## src/rtl/id_ex_pipe.sv

```systemverilog
// id_ex_pipe: ID->EX pipeline stage for the RV32 core.
// Two-entry skid-buffered register slice with valid/ready handshakes, flush
// with bubble insertion, and saturating stall/flush performance counters.
// in_ready depends on registered state only, so EX back-pressure never
// forms a combinational path back into decode.

module id_ex_pipe #(
    parameter int                 XLEN     = 32,
    parameter int                 INST_W   = 32,
    parameter int                 RADDR_W  = 5,
    parameter logic [INST_W-1:0]  NOP_INST = 32'h0000_0013,
    parameter int                 CNT_W    = 16
) (
    input  logic               clk,
    input  logic               rst,

    // Decode side
    input  logic               in_valid,
    output logic               in_ready,
    input  logic [INST_W-1:0]  inst_i,
    input  logic [XLEN-1:0]    inst_addr_i,
    input  logic [XLEN-1:0]    rs1_data_i,
    input  logic [XLEN-1:0]    rs2_data_i,
    input  logic [RADDR_W-1:0] rd_addr_i,
    input  logic               rd_w_en_i,

    input  logic               flush,

    // Execute side
    output logic               out_valid,
    input  logic               out_ready,
    output logic [INST_W-1:0]  inst_o,
    output logic [XLEN-1:0]    inst_addr_o,
    output logic [XLEN-1:0]    rs1_data_o,
    output logic [XLEN-1:0]    rs2_data_o,
    output logic [RADDR_W-1:0] rd_addr_o,
    output logic               rd_w_en_o,

    // Performance debug
    output logic [CNT_W-1:0]   stall_cnt_o,
    output logic [CNT_W-1:0]   flush_cnt_o
);

    typedef struct packed {
        logic [INST_W-1:0]  inst;
        logic [XLEN-1:0]    addr;
        logic [XLEN-1:0]    rs1;
        logic [XLEN-1:0]    rs2;
        logic [RADDR_W-1:0] rd;
        logic               wen;
    } payload_t;

    localparam payload_t BUBBLE = '{
        inst: NOP_INST,
        addr: '0,
        rs1:  '0,
        rs2:  '0,
        rd:   '0,
        wen:  1'b0
    };

    localparam logic [CNT_W-1:0] CNT_MAX = '1;
    localparam logic [CNT_W-1:0] CNT_ONE = CNT_W'(1);

    payload_t         main_q, main_d;
    payload_t         skid_q, skid_d;
    logic             main_valid_q, main_valid_d;
    logic             skid_valid_q, skid_valid_d;
    logic [CNT_W-1:0] stall_cnt_q, stall_cnt_d;
    logic [CNT_W-1:0] flush_cnt_q, flush_cnt_d;

    payload_t         in_beat;
    logic             accept;
    logic             main_free;

    assign in_beat = '{
        inst: inst_i,
        addr: inst_addr_i,
        rs1:  rs1_data_i,
        rs2:  rs2_data_i,
        rd:   rd_addr_i,
        wen:  rd_w_en_i
    };

    assign in_ready  = ~skid_valid_q;
    assign accept    = in_valid & in_ready;
    // Main can take a new beat when it is empty or its beat is leaving.
    assign main_free = ~main_valid_q | out_ready;

    // Next-state selection for the main and skid entries.
    always_comb begin
        // NOTE: every signal gets a default first so no path can infer a latch.
        main_d       = main_q;
        main_valid_d = main_valid_q;
        skid_d       = skid_q;
        skid_valid_d = skid_valid_q;

        if (flush) begin
            // A pop this cycle has already been seen by EX; everything else dies.
            main_d       = BUBBLE;
            main_valid_d = 1'b0;
            skid_valid_d = 1'b0;
        end else if (main_free) begin
            if (skid_valid_q) begin
                main_d       = skid_q;
                main_valid_d = 1'b1;
                skid_valid_d = accept;
                if (accept) begin
                    skid_d = in_beat;
                end
            end else begin
                main_d       = accept ? in_beat : BUBBLE;
                main_valid_d = accept;
            end
        end else if (accept) begin
            skid_d       = in_beat;
            skid_valid_d = 1'b1;
        end
    end

    // Saturating performance counters.
    always_comb begin
        stall_cnt_d = stall_cnt_q;
        flush_cnt_d = flush_cnt_q;
        if (main_valid_q && !out_ready && stall_cnt_q != CNT_MAX) begin
            stall_cnt_d = stall_cnt_q + CNT_ONE;
        end
        if (flush && flush_cnt_q != CNT_MAX) begin
            flush_cnt_d = flush_cnt_q + CNT_ONE;
        end
    end

    // Control state, main payload and counters with synchronous reset.
    always_ff @(posedge clk) begin
        // NOTE: sequential state uses non-blocking assignments only.
        if (rst) begin
            main_valid_q <= 1'b0;
            skid_valid_q <= 1'b0;
            main_q       <= BUBBLE;
            stall_cnt_q  <= '0;
            flush_cnt_q  <= '0;
        end else begin
            main_valid_q <= main_valid_d;
            skid_valid_q <= skid_valid_d;
            main_q       <= main_d;
            stall_cnt_q  <= stall_cnt_d;
            flush_cnt_q  <= flush_cnt_d;
        end
    end

    // Skid payload register.
    always_ff @(posedge clk) begin
        // NOTE: skid payload is data-only storage guarded by skid_valid_q and
        // never reaches the outputs while invalid, so it carries no reset.
        skid_q <= skid_d;
    end

    // Main entry drives EX; an invalid main always holds the bubble payload.
    assign out_valid   = main_valid_q;
    assign inst_o      = main_q.inst;
    assign inst_addr_o = main_q.addr;
    assign rs1_data_o  = main_q.rs1;
    assign rs2_data_o  = main_q.rs2;
    assign rd_addr_o   = main_q.rd;
    assign rd_w_en_o   = main_q.wen;
    assign stall_cnt_o = stall_cnt_q;
    assign flush_cnt_o = flush_cnt_q;

endmodule

```

## config.mk

```make
export PLATFORM = sky130hd
export DESIGN_NAME = id_ex_pipe
export DESIGN_NICKNAME = d
export VERILOG_FILES = /design/src/rtl/id_ex_pipe.sv
export SDC_FILE = /design/constraint.sdc
export NUM_CORES = 1
export LEC_CHECK = 0
export BUFFER_PORTS_ARGS = -buffer_cell sky130_fd_sc_hd__buf_2
export CORE_MARGIN = 2
export CORE_UTILIZATION = 45
export CTS_BUF_LIST = sky130_fd_sc_hd__clkbuf_4
export DETAILED_ROUTE_END_ITERATION = 8
export HOLD_SLACK_MARGIN = 0.05
export PLACE_DENSITY = 0.82
export RECOVER_POWER = 100
export SYNTH_ARGS = -nofsm -noshare
export SYNTH_HDL_FRONTEND = slang
export SYNTH_SLANG_ARGS = --single-unit
```

## constraint.sdc

```tcl
create_clock -name clk -period 13.14 [get_ports clk]
set_clock_uncertainty 0.15 [all_clocks]
set_input_delay 3.285 -clock clk [delete_from_list [all_inputs] [get_ports clk]]
set_output_delay 3.285 -clock clk [all_outputs]
set_load 0.1 [all_outputs]
```

==> metrics.txt <==
status=finished with violations; failing checks=max-capacitance violations, max-slew violations; H-tree depth=3; Initial Util=0.457; Final Cycle Share=0.636; full die area=0.0259 mm^2; I/O pin count=307; synthesized flop and latch total=302; final WL=28700 um; Cell Area, Synth=0.0111 mm^2; Vias/cell=roughly 5.6; max_cap viols=8; RSZ-0062 raised after global routing=no; clock transition at the registers of the reported paths=~0.060 ns; Async SR Flop Fraction=0; Setup TNS=0 ns; worst slew pin tran=roughly 3.6 ns; GR Overflow Total=0; CTS sink count=302; post-CTS setup buffers=0; routed via count=a little over 9000; GRT Total Usage=0.214; number of synthesized flops with an enable pin=~130; worst skew pair latency=around 0.65 ns; global placement routability congestion=between 0.8 and 0.9; DRT antenna net count=0; crit path kind=input port to register; CTS Buf Count=79; peak supply drop=93.0 uV; initial antenna violation count=2; max-slew violations=approximately 520; die width=161 um; final core occ=0.556; pin count of the biggest net entering global routing=slightly below 90; vias in the first global route=9041; most frequent cells in the layout=269 x clkbuf_1, 168 x dfxtp_1, 142 x nor2_1; CTS Root Cell=clkbuf_4; share of layout cells above drive strength 1=0.138; P&R area growth vs syn=21.5%; hold_buf cts=0; top_reg_cell synth=dfxtp_1; drt first pass iters=5; PortBufs=between 300 and 400; first-pass GRT wire length=about 45000 um; Hold Vio Cnt, Final=0; worst path required time=roughly 14 ns; Highest Clock Rate=between 0.1 and 0.15 GHz; HPWL after DPL=~18000 um; hold crit path type=register to register; DRC=0; Worst Setup Start Kind=input port; Final Critical Period=8.36 ns; Pleak=~0.0048 uW; total power=about 2000 uW; Post-CTS Resized=0; synth warn=0; sequential share of the synthesized area=0.666; Synth Instances=between 900 and 1000; Final setup viols=0; WHS=approximately 0.33 ns; post-DR wirelength/cell=~17 um; Yosys top cell by area=edfxtp_1; Vert. Die Dim=161 um; pwr dens=about 150 mW/mm^2; Worst setup EP type=register; Distinct cells, synth=45; Worst Path Arrival=a little under 9 ns; Initial DRC Count=~760; Net Count, Synth=1083; core area=0.0242 mm^2; most common cell after layout, fill and taps aside=clkbuf_1; syn avg cell area=11.8 um^2; Worst Path Max Fanout=78; Nets=about 1400; Synth top area share=0.363; Max Root-Sink Buffers=3; row cnt=57; Slew headroom=-1.39; reg2reg setup slack=7.13 ns; CTS tree=built; most area-consuming cells after synthesis=edfxtp_1 36%, dfxtp_1 30%, a221oi_1 10%, nor3_1 6.0%, nor2_1 4.8%
[power breakdown]
part | internal (uW) | switching (uW) | total (uW)
clock | 460 | 368 | 828
sequential | 999 | 10.3 | 1010
combinational | 44.1 | 173 | 217
[final cells by class]
cell class | count | area (um^2)
Antenna cell | 2 | 5.00
Clock buffer | 121 | 908
Clock inverter | 23 | 148
Fill cell | 2204 | 10800
Inverter | 4 | 15.0
Multi-Input combinational cell | 552 | 3360
Sequential cell | 302 | 7390
Tap cell | 324 | 405
Timing Repair Buffer | 315 | 1250
[metal layers]
metal  up-vias  part of all wire  track usage  routed length, um
li1       4351                 -            -                  -
met1      4323              0.41        0.270              11600
met2       418              0.48        0.339              13700
met3        66             0.087       0.0673               2490
met4         0             0.031       0.0986                880
met5         -                 0            0                  0
[sequential cells by signal, indices dropped and copies added (netlist names)]
name and count:
skid_q 134, inst_addr_o 32, inst_o 32, rs1_data_o 32, rs2_data_o 32, flush_cnt_o 16
stall_cnt_o 16, rd_addr_o 5, out_valid 1, rd_w_en_o 1, skid_valid_q 1
[worst paths after layout]
check | start | end | cells past startpoint
worst min-delay path | inst_o[0] | inst_o[0] | 2
worst max-delay path | out_ready | rs2_data_o[28] | 6
worst max register to register | out_valid | rs2_data_o[28] | 5
worst min register to register | inst_o[0] | inst_o[0] | 2
[through the flow]
stage	std cells	cell area, um^2	worst slack [ns]
2_1_floorplan	942	11100	3.33
3_3_place_gp	1497	12800	7.29
3_5_place_dp	1497	12800	7.26
4_1_cts	1641	13800	7.72
5_1_grt	1643	13500	4.02
6_report	1643	13500	4.78
[synthesized netlist by cell type, types with 4 or more instances]
cell and n:
a21oi_1 24, dfxtp_1 168, inv_1 4, nand3_1 10, o31ai_1 12, or4_1 12, nor3_1 134, a221oi_1 131
edfxtp_1 134, buf_2 12, or3_1 8, and3_1 5, nor2b_1 4, nand2_1 15, nor2_1 142, clkbuf_1 67
o41ai_1 4, o21ai_0 8, nand4_1 9
[critical path, cell delays in order]
cell and delay [ns]:
clkbuf_1 0.13, nor2b_4 0.11, clkbuf_1 1.98, clkbuf_1 2.63, a221oi_1 0.19, nor3_1 0.30
[cells by family (layout without fill, tap and decap cells)]
family	after synthesis	count (layout)	share of synthesized area
xor gates and xnor gates	1	1	0.000790
AOI/OAI and AO/OA	191	191	0.139
other	0	2	0
buffers and inverters	88	463	0.0328
adders and majority gates	2	2	0.00226
muxes	3	3	0.00293
and+or+nand+nor	355	355	0.156
DFF	302	302	0.666
No activity file was read; power rests on OpenSTA's default activity.
